### src/rtl/y86_pkg.sv
// y86_pkg: shared Y86-64 definitions used by the execute stage and by any
// block that evaluates conditions: instruction codes, status codes, the
// "no register" ID, ALU op encodings, condition ifun codes, the
// condition-code struct and the E/M bubble constants.
package y86_pkg;

  // Instruction codes
  localparam logic [3:0] IHALT   = 4'h0;
  localparam logic [3:0] INOP    = 4'h1;
  localparam logic [3:0] IRRMOVQ = 4'h2;
  localparam logic [3:0] IIRMOVQ = 4'h3;
  localparam logic [3:0] IRMMOVQ = 4'h4;
  localparam logic [3:0] IMRMOVQ = 4'h5;
  localparam logic [3:0] IOPQ    = 4'h6;
  localparam logic [3:0] IJXX    = 4'h7;
  localparam logic [3:0] ICALL   = 4'h8;
  localparam logic [3:0] IRET    = 4'h9;
  localparam logic [3:0] IPUSHQ  = 4'hA;
  localparam logic [3:0] IPOPQ   = 4'hB;

  // Status codes
  localparam logic [2:0] SAOK = 3'd1;
  localparam logic [2:0] SHLT = 3'd2;
  localparam logic [2:0] SADR = 3'd3;
  localparam logic [2:0] SINS = 3'd4;

  // Register ID meaning "no destination"
  localparam logic [3:0] RNONE = 4'hF;

  // ALU operations
  localparam logic [2:0] ALUADD = 3'd0;
  localparam logic [2:0] ALUSUB = 3'd1;
  localparam logic [2:0] ALUAND = 3'd2;
  localparam logic [2:0] ALUXOR = 3'd3;

  // Condition ifun codes shared by jXX and cmovXX
  localparam logic [3:0] C_YES = 4'd0;
  localparam logic [3:0] C_LE  = 4'd1;
  localparam logic [3:0] C_L   = 4'd2;
  localparam logic [3:0] C_E   = 4'd3;
  localparam logic [3:0] C_NE  = 4'd4;
  localparam logic [3:0] C_GE  = 4'd5;
  localparam logic [3:0] C_G   = 4'd6;

  typedef struct packed {
    logic zf;
    logic sf;
    logic of;
  } cc_t;

  localparam cc_t CC_RESET = '{zf: 1'b1, sf: 1'b0, of: 1'b0};

  // Contents of an empty (bubbled) E/M slot
  localparam logic [3:0] BUB_ICODE = INOP;
  localparam logic [2:0] BUB_STAT  = SAOK;

endpackage

### src/rtl/y86_cond.sv
// y86_cond: combinational condition evaluator.
// Ports:
//   ifun - condition code field of a jXX / cmovXX instruction
//   cc   - condition-code flags {zf, sf, of}
//   cnd  - 1 when the condition holds; unused ifun values give 0
module y86_cond
  import y86_pkg::*;
(
  input  logic [3:0] ifun,
  input  cc_t        cc,
  output logic       cnd
);

  logic lt;
  assign lt = cc.sf ^ cc.of;  // signed "less than" after a compare

  always_comb begin
    cnd = 1'b0;
    case (ifun)
      C_YES:   cnd = 1'b1;
      C_LE:    cnd = lt | cc.zf;
      C_L:     cnd = lt;
      C_E:     cnd = cc.zf;
      C_NE:    cnd = ~cc.zf;
      C_GE:    cnd = ~lt;
      C_G:     cnd = ~lt & ~cc.zf;
      default: cnd = 1'b0;
    endcase
  end

endmodule

### src/rtl/exec_cc_mreg.sv
// exec_cc_mreg: back half of the Y86-64 execute stage.
// Derives ZF/SF/OF from the ALU operands/result, holds the condition-code
// register, evaluates the jXX/cmovXX condition against the stored flags,
// and captures execute results into the E/M pipeline register.
// Ports:
//   clk, rst_n                - clock, async active-low reset
//   e_icode/e_ifun/e_stat     - instruction in E
//   alu_ctrl/alu_x/alu_y/alu_result - ALU op, operands and result
//   e_valA, e_dstE, e_dstM    - values passed through to M
//   m_exc, w_exc              - exception in M / W, blocks CC update
//   m_stall, m_bubble         - E/M hold / bubble injection (bubble wins)
//   e_cnd, e_dstE_fwd         - combinational condition and squashed dstE
//   cc_zf, cc_sf, cc_of       - condition-code register
//   m_*                       - E/M pipeline register outputs
module exec_cc_mreg
  import y86_pkg::*;
#(
  parameter int N = 64
) (
  input  logic         clk,
  input  logic         rst_n,
  input  logic [3:0]   e_icode,
  input  logic [3:0]   e_ifun,
  input  logic [2:0]   e_stat,
  input  logic [2:0]   alu_ctrl,
  input  logic [N-1:0] alu_x,
  input  logic [N-1:0] alu_y,
  input  logic [N-1:0] alu_result,
  input  logic [N-1:0] e_valA,
  input  logic [3:0]   e_dstE,
  input  logic [3:0]   e_dstM,
  input  logic         m_exc,
  input  logic         w_exc,
  input  logic         m_stall,
  input  logic         m_bubble,
  output logic         e_cnd,
  output logic [3:0]   e_dstE_fwd,
  output logic         cc_zf,
  output logic         cc_sf,
  output logic         cc_of,
  output logic [3:0]   m_icode,
  output logic [2:0]   m_stat,
  output logic [3:0]   m_dstE,
  output logic [3:0]   m_dstM,
  output logic [N-1:0] m_valE,
  output logic [N-1:0] m_valA,
  output logic         m_cnd
);

  cc_t  cc;
  cc_t  flags;
  logic set_cc;

  logic x_sign, y_sign, r_sign;
  assign x_sign = alu_x[N-1];
  assign y_sign = alu_y[N-1];
  assign r_sign = alu_result[N-1];

  // Overflow: operands whose signs allow overflow, and a result whose sign
  // differs from x. For sub the operand signs must differ since y is negated.
  always_comb begin
    flags.zf = (alu_result == '0);
    flags.sf = r_sign;
    flags.of = 1'b0;
    case (alu_ctrl)
      ALUADD:  flags.of = (x_sign == y_sign) && (r_sign != x_sign);
      ALUSUB:  flags.of = (x_sign != y_sign) && (r_sign != x_sign);
      ALUAND,
      ALUXOR:  flags.of = 1'b0;
      default: flags    = '0;  // undefined ops clear every flag
    endcase
  end

  // A younger OPq must not modify CC once an older instruction has faulted.
  assign set_cc = (e_icode == IOPQ) && !m_exc && !w_exc;

  always_ff @(posedge clk or negedge rst_n) begin
    if (!rst_n) begin
      cc <= CC_RESET;
    end else if (set_cc) begin
      cc <= flags;
    end
  end

  assign cc_zf = cc.zf;
  assign cc_sf = cc.sf;
  assign cc_of = cc.of;

  // Condition reads only the stored CC, so an OPq never sees its own flags.
  y86_cond u_cond (
    .ifun (e_ifun),
    .cc   (cc),
    .cnd  (e_cnd)
  );

  // A cmov whose condition fails writes nothing.
  assign e_dstE_fwd = ((e_icode == IRRMOVQ) && !e_cnd) ? RNONE : e_dstE;

  always_ff @(posedge clk or negedge rst_n) begin
    if (!rst_n) begin
      m_icode <= BUB_ICODE;
      m_stat  <= BUB_STAT;
      m_cnd   <= 1'b0;
      m_valE  <= '0;
      m_valA  <= '0;
      m_dstE  <= RNONE;
      m_dstM  <= RNONE;
    end else if (m_bubble) begin
      m_icode <= BUB_ICODE;
      m_stat  <= BUB_STAT;
      m_cnd   <= 1'b0;
      m_valE  <= '0;
      m_valA  <= '0;
      m_dstE  <= RNONE;
      m_dstM  <= RNONE;
    end else if (!m_stall) begin
      m_icode <= e_icode;
      m_stat  <= e_stat;
      m_cnd   <= e_cnd;
      m_valE  <= alu_result;
      m_valA  <= e_valA;
      m_dstE  <= e_dstE_fwd;
      m_dstM  <= e_dstM;
    end
  end

endmodule

### config.mk
export PLATFORM = sky130hd
export DESIGN_NAME = exec_cc_mreg
export DESIGN_NICKNAME = d
export VERILOG_FILES = /design/src/rtl/y86_pkg.sv /design/src/rtl/y86_cond.sv /design/src/rtl/exec_cc_mreg.sv
export SDC_FILE = /design/constraint.sdc
export NUM_CORES = 1
export LEC_CHECK = 0
export BUFFER_PORTS_ARGS = -buffer_cell sky130_fd_sc_hd__buf_2
export CORE_AREA = 2 2 167 169
export CTS_CLUSTER_DIAMETER = 80
export DETAILED_ROUTE_END_ITERATION = 16
export DIE_AREA = 0 0 169 171
export SYNTH_ARGS = -nofsm -noshare
export SYNTH_HDL_FRONTEND = slang
export SYNTH_HIERARCHICAL = 1
export SYNTH_SLANG_ARGS = --single-unit
### constraint.sdc
create_clock -name clk -period 1.6 [get_ports clk]
set_input_delay 0.24 -clock clk [delete_from_list [all_inputs] [get_ports clk]]
set_output_delay 0.24 -clock clk [all_outputs]
set_load 0.05 [all_outputs]
==> impl_metrics.py, run 1 <==
metrics = {
    "power": {
        "power_mw": 10.4,
        "p_seq_share_pct": 38.9,
        "leakagePower_nw": 5.00,
        "internal_power_mw": 7.22,
        "switching_power_mw": 3.19,
        "p_per_area_nw_per_um2": 1140,
        "p_comb_share_pct": 19.6,
        "ir_drop_mv": 0.691,
        "clockPowerShare_pct": 41.6,
        "power.share.switching_pct": 30.7,
    },
    "die": {
        "design.die.area_um2": 28900,
        "die-height_um": 171,
        "start_util_pct": 22.6,
        "die_w_um": 169,
        "ioPinCount": 436,
        "num_rows": 61,
        "core_area_um2": 27300,
    },
    "critical_path": {
        "path_class": "reg -> out",
        "critPathLaunchType": "flop",
        "end_kind": "primary output",
        "crit_family": "simple AND/OR/NAND/NOR gates",
        "path_buf_inv": 1,
        "slowest_delay_ns": 0.58,
        "required_ns": 1.36,
        "path_max_fanout": 5,
        "setup.reg_to_reg.worst_slack_ns": -0.13,
        "arrival_ns": 1.97,
        "worstPathCellList": "nor4b_1, o21ai_1, nand3_2, nor3_4, or2_4, buf_8",
        "crit_slowest_cell": "dfstp_2",
    },
    "final_layout": {
        "instances_no_fill": 1211,
        "fillers": 2801,
        "area_growth_syn_to_layout_pct": 47.5,
        "nets": 1135,
        "final_util_pct": 33.4,
        "multi_input_area_um2": 2380,
        "design_area_um2": 9130,
        "seqCellArea_um2": 3690,
        "drive_gt1_share_pct": 45.5,
    },
    "grt": {
        "grtUsageTotal_pct": 13.5,
        "grt_overflow": 0,
        "grt_antenna_before_repair": 2,
        "grt_pass1_vias": 5128,
        "grt_max_degree": 79,
        "grt_pass1_wl_um": 29600,
    },
    "routing": {
        "wl_per_cell_um": 16.4,
        "viasPerCell": 4.27,
        "dr.pass1.iters": 4,
        "drt_wl_total_um": 19800,
        "dr.first_iter.drc_count": 284,
        "drtAntennaViolNets": 0,
        "drc": 0,
        "dr_total_vias": 5172,
    },
    "sta": {
        "worstMarginPinSlew_ns": 0.651,
        "rsz0062_at_grt": "yes",
        "drv_slew": 0,
        "fin_skew_ns": 0.00935,
        "setup_slack_ns": -0.605,
        "post-route-period-util_pct": 138,
        "setup_viol": 10,
        "finalHoldViolations": 0,
        "period_needed_ns": 2.21,
        "timing.fmax_mhz": 453,
        "relSlewSlack_pct": 56.2,
    },
    "flow_run": {
        "max_cap_violations": 0,
    },
    "clocking": {
        "cts_buffers": 17,
        "htree_levels": 4,
        "cts_root_buf": "clkbuf_16",
        "clk_latency_ns": 0.42,
        "cts_tree": "yes",
        "cts.sinks": 147,
        "clk_pin_slew_worst_paths_ns": 0.07,
        "clock_path_buffers": 2,
    },
    "place": {
        "postPlaceCellArea_um2": 8410,
        "pre_cts_ws_ns": -0.294,
        "place_hpwl_um": 14800,
        "place.gp.congestion": 0.749,
        "dp.cells": 1174,
        "numPortBuffers": 309,
    },
    "synth": {
        "syn_area_um2": 6190,
        "yosysUniqueCellTypes": 30,
        "yosysWarnings": 6,
        "seq_area_frac_synth_pct": 59.7,
        "syn_avg_cell_area_um2": 11.8,
        "synth_cells": 524,
        "synthArstFlopShare_pct": 100,
        "ys_seq_elements": 147,
        "synth_edf_count": 0,
        "synth_ff_type": "dfrtp_1",
        "syn-num-nets": 808,
    },
    "status": {
        "status": "finished with violations",
        "violations": "negative setup slack",
    },
    "min_path": {
        "hold_class": "in -> reg",
    },
}
## synth_stat cells, drive strengths merged, types with 3 or more instances
library cell	n	area share, %
mux2i	134	22
nor4	17	1.7
nor2	135	8.2
buf	17	1.3
a211o	6	0.85
dfrtp	136	55
nand4	3	0.30
dfstp	11	4.7
nor3	10	0.89
nand2	3	0.18
or2	4	0.40
clkbuf	17	1.0
nor2b	10	1.0
o21bai	4	0.49
## cells by family (layout without fill, tap and decap cells)
logic type                Yosys count  after routing  synth area share [%]
buffers and inverters              34            374                  2.37
xor gates and xnor gates            2              2                 0.283
DFF                               147            147                  59.7
and+or+nand+nor                   191            191                  13.9
muxes                             134            134                  21.7
other                               0              1                     0
AOI/OAI and AO/OA                  16             16                  2.06
## power by group through the flow
stage,logic [mW],clock network [mW],registers [mW]
finish,2.04,4.33,4.05
global route,2.17,4.62,4.08
CTS,2.05,4.46,4.05
detailed placement,2.03,0,4.11
global placement,2.02,0,4.11
floorplan,0.518,0,4.87
## cell type report
cell class	instances	area share (%)
multi-input combinational	343	26.1
tap	346	4.74
antenna	1	0.0274
timing repair buffer	342	21.8
clock inverter	13	2.02
sequential	147	40.5
clock buffer	19	4.85
## repair_timing
action | in CTS | in global routing
setup endpoints to repair | 8 | 10
gates cloned | 0 | 0
pin swaps | 1 | 5
setup buffers | 1 | 2
hold buffers | 1 | 0
gates resized for setup | 14 | 2
hold endpoints to repair | 25 | 0
## registers in the layout, summed over array words and instances, names as in the netlist
register	count
cc_of	1
cc_sf	1
m_valE	64
m_valA	64
m_icode	4
m_cnd	1
m_dstM	4
m_dstE	4
m_stat	3
cc_zf	1
## routing by layer
metal	up-vias	routed length, um	global-route usage (%)
met4	2	236	4.20
li1	2450	-	-
met3	14	2050	6.08
met2	218	9190	21.8
met5	-	13	0
met1	2488	8330	16.3
## stage by stage
step | setup TNS [ns] | hold slack, ns
global placement | -1.56 | 0.161
floorplan | -3.73 | -0.0556
finish | -3.40 | 0.0476
CTS | -2.90 | 0.0264
global route | -4.97 | 0.0363
detailed placement | -1.89 | 0.159
## final timing paths
path / startpoint / to / cells after the start
max: cc_zf$_DFFE_PN1P_ / e_dstE_fwd[2] / 6
min: e_valA[29] / m_valA[29]$_DFFE_PN0P_ / 3
max reg2reg: cc_zf$_DFFE_PN1P_ / m_dstE[1]$_DFFE_PN1P_ / 8
min reg2reg: m_valE[42]$_DFFE_PN0P_ / m_valE[42]$_DFFE_PN0P_ / 2
max in group asynchronous: rst_n / m_icode[0]$_DFFE_PN1P_ / 3
min in group asynchronous: rst_n / m_valE[2]$_DFFE_PN0P_ / 2
## cell usage in the layout (no fill, tap or decap), types with 2 or more instances in the layout
master	synthesis	routed
a211o_1	6	6
clkinv_2	0	3
nor2_1	135	135
dfstp_2	11	11
buf_8	0	4
nor2b_1	10	10
or2_4	0	4
clkinvlp_4	0	3
buf_2	15	301
o21bai_1	4	4
nand4_1	3	3
nor3_2	1	2
buf_12	0	10
bufinv_16	0	4
nand2b_1	2	2
clkbuf_8	0	2
dfrtp_1	136	136
nor3_1	9	7
buf_6	0	2
buf_4	0	23
clkinv_4	0	3
mux2i_1	134	134
nor4_1	17	16
a22o_1	2	2
nand2_1	3	3
clkbuf_16	0	17
## tightest hold or removal path: cells and delay by family
kind,cells,cell delay (ns)
multiplexers,1,0.05
buffers and inverters,1,0.07
AND/OR/NAND/NOR,1,0.07
(Power assumes the default switching activity.)
==> inputs of run 2 (changes only) <==
--- a/config.mk
+++ b/config.mk
@@ -5,11 +5,12 @@
 export SDC_FILE = /design/constraint.sdc
 export NUM_CORES = 1
 export LEC_CHECK = 0
+export ABC_AREA = 1
 export BUFFER_PORTS_ARGS = -buffer_cell sky130_fd_sc_hd__buf_2
-export CORE_AREA = 2 2 167 169
+export CORE_AREA = 2 2 169 171
 export CTS_CLUSTER_DIAMETER = 80
 export DETAILED_ROUTE_END_ITERATION = 16
-export DIE_AREA = 0 0 169 171
+export DIE_AREA = 0 0 171 173
 export SYNTH_ARGS = -nofsm -noshare
 export SYNTH_HDL_FRONTEND = slang
 export SYNTH_HIERARCHICAL = 1
==> run 2 against run 1 <==
The run still ends with negative setup slack left. Power fell by 2.9%. Area after synthesis shrank 8.6%. Combinational power fell by 10%. Synthesized cell count down 9.2%. Sequential power is essentially flat. Die area rose by 2.4%. Core utilization decreased by 2.7 points. First-iteration DRC count decreased by 16%. Sequential share of layout area is 3.1 points higher. Critical path depth rose by 4. Clock skew about the same. Largest power group unchanged.
==> impl_metrics.py, run 2 <==
metrics = {
    "grt": {
        "grt_max_degree": 68,
        "grtUsageTotal_pct": 12.1,
        "grt_overflow": 0,
        "grt_pass1_wl_um": 27200,
        "grt_antenna_before_repair": 0,
        "grt_pass1_vias": 4875,
    },
    "clocking": {
        "clk_pin_slew_worst_paths_ns": 0.07,
        "htree_levels": 4,
        "cts_root_buf": "clkbuf_16",
        "clock_path_buffers": 2,
        "cts_buffers": 17,
        "cts_tree": "yes",
        "cts.sinks": 147,
        "clk_latency_ns": 0.41,
    },
    "min_path": {
        "hold_class": "in -> reg",
    },
    "power": {
        "ir_drop_mv": 0.562,
        "power_mw": 10.1,
        "p_per_area_nw_per_um2": 1190,
        "leakagePower_nw": 4.50,
    },
    "final_layout": {
        "nets": 1082,
        "multi_input_area_um2": 1730,
        "seqCellArea_um2": 3690,
        "reg_top3": "m_valA x64, m_valE x64",
        "final_cell_mix": "buf_2, dfrtp_1, a22o_1",
        "area_growth_syn_to_layout_pct": 50.0,
        "n_antenna_cell": 0,
        "drive_gt1_share_pct": 48.0,
        "fillers": 2913,
        "final_common_cell": "buf_2",
    },
    "critical_path": {
        "slowest_delay_ns": 0.53,
        "reg2reg_depth": 9,
        "setup.reg_to_reg.worst_slack_ns": 0.16,
        "critPathLaunchType": "flop",
        "path_max_fanout": 8,
        "path_class": "reg -> out",
        "crit_path_frequent_cell": "nand2_2",
        "end_kind": "primary output",
        "reg2reg_to": "m_dstE[1]$_DFFE_PN1P_",
        "arrival_ns": 1.84,
        "required_ns": 1.36,
        "endpoint": "e_dstE_fwd[3]",
        "reg2reg_from": "cc_zf$_DFFE_PN1P_",
        "worstPathCellList": "buf_4, nand2_1, nand3_2, nand2_2, nor2_4, inv_2, nand4_1, buf_6, nand2_2, buf_8",
        "crit_start": "cc_zf$_DFFE_PN1P_",
        "crit_slowest_cell": "dfstp_2",
    },
    "die": {
        "num_rows": 61,
        "start_util_pct": 20.5,
        "ioPinCount": 436,
        "core_area_um2": 27600,
        "design.die.area_um2": 29600,
        "die-height_um": 173,
        "die_w_um": 171,
    },
    "sta": {
        "period_needed_ns": 2.08,
        "post-route-period-util_pct": 130,
        "worstMarginPinSlew_ns": 0.441,
        "tns_ns": -2.14,
        "rsz0062_at_grt": "yes",
        "finalHoldViolations": 0,
        "drv_slew": 0,
        "relSlewSlack_pct": 70.6,
        "setup_slack_ns": -0.483,
        "timing.fmax_mhz": 480,
        "fin_skew_ns": 0.00942,
        "setup_viol": 5,
    },
    "place": {
        "place_hpwl_um": 13500,
        "pre_cts_ws_ns": -0.194,
        "numPortBuffers": 309,
        "place.gp.congestion": 0.763,
    },
    "flow_run": {
        "max_cap_violations": 0,
    },
    "synth": {
        "yosysUniqueCellTypes": 24,
        "synth_cells": 476,
        "syn-num-nets": 760,
        "syn_avg_cell_area_um2": 11.9,
        "synth_edf_count": 0,
        "yosysWarnings": 6,
        "ys_top_cells_by_count": "dfrtp_1, a22o_1, nand2_1, nor2_1, inv_1",
        "seq_area_frac_synth_pct": 65.3,
        "syn_area_um2": 5650,
        "synth.most_common_cell": "dfrtp_1",
        "synthArstFlopShare_pct": 100,
        "synthTopCellsByArea": "dfrtp_1, a22o_1, dfstp_2",
        "ys_seq_elements": 147,
        "synth_ff_type": "dfrtp_1",
        "yosysTopAreaCell": "dfrtp_1",
        "synth_top_area_share_pct": 60.2,
    },
    "routing": {
        "wl_per_cell_um": 15.4,
        "dr_total_vias": 4975,
        "drc": 0,
        "viasPerCell": 4.19,
        "drt_wl_total_um": 18300,
        "dr.first_iter.drc_count": 238,
        "drtAntennaViolNets": 0,
        "dr.pass1.iters": 4,
    },
    "status": {
        "violations": "negative setup slack",
        "status": "finished with violations",
    },
}
[run 2: changes by cell type in the layout (fill, tap and decap cells not counted), sizes merged, moves of 5 or more]
cell / change
a211o: -6
a22o: +113
buf: -10
inv: +38
mux2i: -134
nand2: +51
nand3: +8
nor2: -82
nor2b: -10
nor3: -8
nor4: -17
o21ai: +15
o22a: +5
[run 2: worst max-delay path: cells and delay by family, from the launching register on]
kind | cells | cell delay, ns
flip-flops | 1 | 0.53
buffers and inverters | 4 | 0.46
AND/OR/NAND/NOR | 6 | 0.44
[run 2: timing repair]
| item | in CTS | in global routing |
|---|---|---|
| buffers inserted | 2 | 1 |
| endpoints found under the hold margin | 32 | 0 |
| pin swaps | 1 | 2 |
| setup endpoints to repair | 5 | 6 |
| hold buffers | 1 | 0 |
| gates resized for setup | 18 | 2 |
[run 2: worst min-delay path by stage]
stage | from | end | slack, ns | cells past startpoint
6_report | e_valA[47] | m_valA[47]$_DFFE_PN0P_ | 0.05 | 2
4_1_cts | e_valA[18] | m_valA[18]$_DFFE_PN0P_ | 0.02 | 2
3_3_place_gp | rst_n | m_valA[44]$_DFFE_PN0P_ | 0.20 | 1
3_5_place_dp | rst_n | m_valA[44]$_DFFE_PN0P_ | 0.20 | 1
5_1_grt | e_valA[34] | m_valA[34]$_DFFE_PN0P_ | 0.02 | 2
2_1_floorplan | rst_n | cc_of$_DFFE_PN0P_ | -0.06 | 0
[run 2: cell families (layout without fill, tap and decap cells)]
family,Yosys count,after routing,share of synthesized area (%)
compound gates,144,144,20.9
xor+xnor,3,3,0.465
buf+inv,62,396,4.83
flops,147,147,65.3
simple gates,120,120,8.46
[run 2: per-layer routing]
| layer | global-route usage, % | share of wire (%) | up-vias |
|---|---|---|---|
| met5 | 0 | 0 | - |
| met4 | 3.50 | 1.1 | 0 |
| met3 | 4.12 | 7.9 | 14 |
| met2 | 19.5 | 47 | 229 |
| met1 | 15.2 | 44 | 2406 |
| li1 | - | - | 2326 |
[run 2: stage by stage]
| step | hold slack [ns] | std cells | utilization (%) | instance area, um^2 |
|---|---|---|---|---|
| floorplan | -0.0556 | 476 | - | 5680 |
| global placement | 0.199 | 1155 | 28.2 | 7780 |
| detailed placement | 0.197 | 1155 | 28.2 | 7780 |
| CTS | 0.0177 | 1188 | 30.7 | 8470 |
| global route | 0.0245 | 1188 | 30.7 | 8480 |
| finish | 0.0472 | 1188 | 30.7 | 8480 |
[run 2: area by class of cell]
cell class / count / share of cell area (%)
Clock inverter: 13 / 2.04
Inverter: 33 / 1.46
Tap cell: 378 / 5.58
Multi-Input combinational cell: 267 / 20.4
Clock buffer: 18 / 5.18
Timing Repair Buffer: 332 / 21.8
Sequential cell: 147 / 43.6
[run 2: power breakdown]
group	leakage [nW]	switching, mW	internal, mW
Sequential	1.92	0.116	3.94
Clock	0.298	1.71	2.52
Combinational	2.28	1.30	0.535
Total	4.50	3.12	6.99
==> inputs of run 3 (changes only) <==
--- a/config.mk
+++ b/config.mk
@@ -7,10 +7,10 @@
 export LEC_CHECK = 0
 export ABC_AREA = 1
 export BUFFER_PORTS_ARGS = -buffer_cell sky130_fd_sc_hd__buf_2
-export CORE_AREA = 2 2 169 171
+export CORE_AREA = 2 2 168 170
 export CTS_CLUSTER_DIAMETER = 80
 export DETAILED_ROUTE_END_ITERATION = 16
-export DIE_AREA = 0 0 171 173
+export DIE_AREA = 0 0 170 172
 export SYNTH_ARGS = -nofsm -noshare
 export SYNTH_HDL_FRONTEND = slang
 export SYNTH_HIERARCHICAL = 1
==> constraint.sdc (replaced) <==
create_clock -name clk -period 2.6 [get_ports clk]
set_input_delay 0.39 -clock clk [delete_from_list [all_inputs] [get_ports clk]]
set_output_delay 0.39 -clock clk [all_outputs]
set_load 0.05 [all_outputs]
==> run 3 against run 2 <==
The flow now finishes without violations. Sequential share of layout area up 1.6 points. Core utilization down 0.94 points. Critical path depth unchanged. Largest power group is now registers.
==> impl_metrics.py, run 3 (synthesis results as in run 2) <==
metrics = {
    "grt": {
        "grt_pass1_vias": 4878,
        "grt_overflow": 0,
        "grtUsageTotal_pct": 12.2,
        "grt_max_degree": 76,
        "grt_pass1_wl_um": 27300,
        "grt_antenna_before_repair": 0,
    },
    "sta": {
        "period_needed_ns": 2.43,
        "worstMarginPinSlew_ns": 0.849,
        "finalHoldViolations": 0,
        "drv_slew": 0,
        "setup_viol": 0,
        "fin_skew_ns": 0.00430,
        "relSlewSlack_pct": 43.3,
        "timing.fmax_mhz": 411,
        "tns_ns": 0,
        "post-route-period-util_pct": 93.5,
    },
    "place": {
        "place.gp.congestion": 0.768,
        "place_hpwl_um": 13300,
        "numPortBuffers": 309,
    },
    "critical_path": {
        "reg2reg_to": "m_dstE[2]$_DFFE_PN1P_",
        "worstPathCellList": "inv_1, nor2_1, nor2_1, a21oi_2, nor2_2, inv_1, nand4_1, buf_4, nand2_1, clkbuf_4",
        "critPathLaunchType": "flop",
        "path_max_fanout": 6,
        "setup.reg_to_reg.worst_slack_ns": 1.04,
        "arrival_ns": 2.04,
        "slowest_delay_ns": 0.57,
        "path_class": "reg -> out",
        "reg2reg_from": "cc_zf$_DFFE_PN1P_",
        "crit_start": "cc_zf$_DFFE_PN1P_",
        "path_buf_inv": 4,
        "end_kind": "primary output",
        "crit_slowest_cell": "dfstp_2",
        "required_ns": 2.21,
        "crit_family": "flip-flops",
        "reg2reg_depth": 9,
    },
    "clocking": {
        "cts.sinks": 147,
        "cts_buffers": 17,
        "clk_pin_slew_worst_paths_ns": 0.07,
        "clock_path_buffers": 2,
        "cts_root_buf": "clkbuf_16",
        "clk_latency_ns": 0.41,
        "cts_tree": "yes",
        "htree_levels": 4,
    },
    "final_layout": {
        "nets": 1070,
        "reg_top3": "m_valA x64, m_valE x64",
        "n_antenna_cell": 0,
        "drive_gt1_share_pct": 45.9,
        "area_growth_syn_to_layout_pct": 44.6,
        "final_cell_mix": "buf_2, dfrtp_1, a22o_1",
        "fillers": 2875,
        "final_common_cell": "buf_2",
        "final_util_pct": 29.7,
    },
    "routing": {
        "dr.pass1.iters": 4,
        "drc": 0,
        "drt_wl_total_um": 18200,
        "dr.first_iter.drc_count": 232,
        "dr_total_vias": 4835,
        "wl_per_cell_um": 15.9,
        "viasPerCell": 4.22,
        "drtAntennaViolNets": 0,
    },
    "die": {
        "die-height_um": 172,
        "core_area_um2": 27500,
        "design.die.area_um2": 29200,
        "ioPinCount": 436,
        "num_rows": 61,
        "die_w_um": 170,
        "start_util_pct": 20.6,
    },
    "min_path": {
        "hold_path_depth": 2,
        "min_from": "e_valA[11]",
        "min_to": "m_valA[11]$_DFFE_PN0P_",
        "hold_class": "in -> reg",
    },
    "power": {
        "leakagePower_nw": 4.38,
        "p_per_area_nw_per_um2": 728,
        "ir_drop_mv": 0.296,
        "power_mw": 5.95,
    },
    "flow_run": {
        "max_cap_violations": 0,
    },
    "status": {
        "status": "finished clean",
    },
}
## run 3: worst reg2reg max path, stage by stage, from the launching register on
cell     delay, ns
dfstp_2       0.57
inv_1         0.06
nor2_1        0.09
nor2_1        0.06
a21oi_2       0.15
nor2_2        0.05
inv_1         0.07
nand4_1       0.11
buf_4         0.18
a31oi_1       0.14
## run 3: per-stage QoR
stage / setup slack [ns] / cell area [um^2] / cells / hold WS (ns)
3_3_place_gp: 0.345 / 7580 / 1110 / 0.401
5_1_grt: -0.0000129 / 8170 / 1145 / 0.172
4_1_cts: 0.107 / 8160 / 1145 / 0.163
6_report: 0.169 / 8170 / 1145 / 0.196
2_1_floorplan: 0.0863 / 5650 / 476 / 0.0944
3_5_place_dp: 0.302 / 7580 / 1110 / 0.402
## run 3: what timing repair did
| action | CTS | global route |
|---|---|---|
| setup buffers | 2 | 0 |
| setup endpoints to repair | 4 | 4 |
| gates resized for setup | 0 | 4 |
| hold endpoints to repair | 52 | 0 |
| hold buffers | 1 | 0 |
| gates cloned | 0 | 0 |
## run 3: final cells by class
class / count / area (um^2) / area share, %
sequential: 147 / 3690 / 45.2
multi-input combinational: 267 / 1690 / 20.7
timing repair buffer: 320 / 1670 / 20.5
tap: 346 / 433 / 5.30
clock buffer: 18 / 429 / 5.25
clock inverter: 14 / 128 / 1.56
inverter: 33 / 124 / 1.52
## run 3: worst max path at each step
stage | slack, ns | depth (start not counted) | end
after floorplan | 0.09 | 7 | e_dstE_fwd[0]
after CTS | 0.11 | 10 | e_dstE_fwd[3]
after global routing | -0.00001 | 10 | e_dstE_fwd[0]
after detailed placement | 0.30 | 9 | e_dstE_fwd[3]
final | 0.17 | 10 | e_dstE_fwd[0]
after global placement | 0.34 | 9 | e_dstE_fwd[3]
## run 3: per-layer routing
metal / GRT usage [%] / vias up / routed length (um)
li1: - / 2302 / -
met1: 15.8 / 2314 / 7950
met2: 19.0 / 213 / 8410
met3: 4.78 / 6 / 1700
met4: 3.68 / 0 / 139
met5: 0 / - / 0
## run 3: report_power, final
| part | total (mW) | internal, mW | switching (mW) |
|---|---|---|---|
| clock | 2.37 | 1.33 | 1.04 |
| sequential | 2.49 | 2.42 | 0.0719 |
| combinational | 1.09 | 0.300 | 0.786 |
| total | 5.95 | 4.05 | 1.90 |
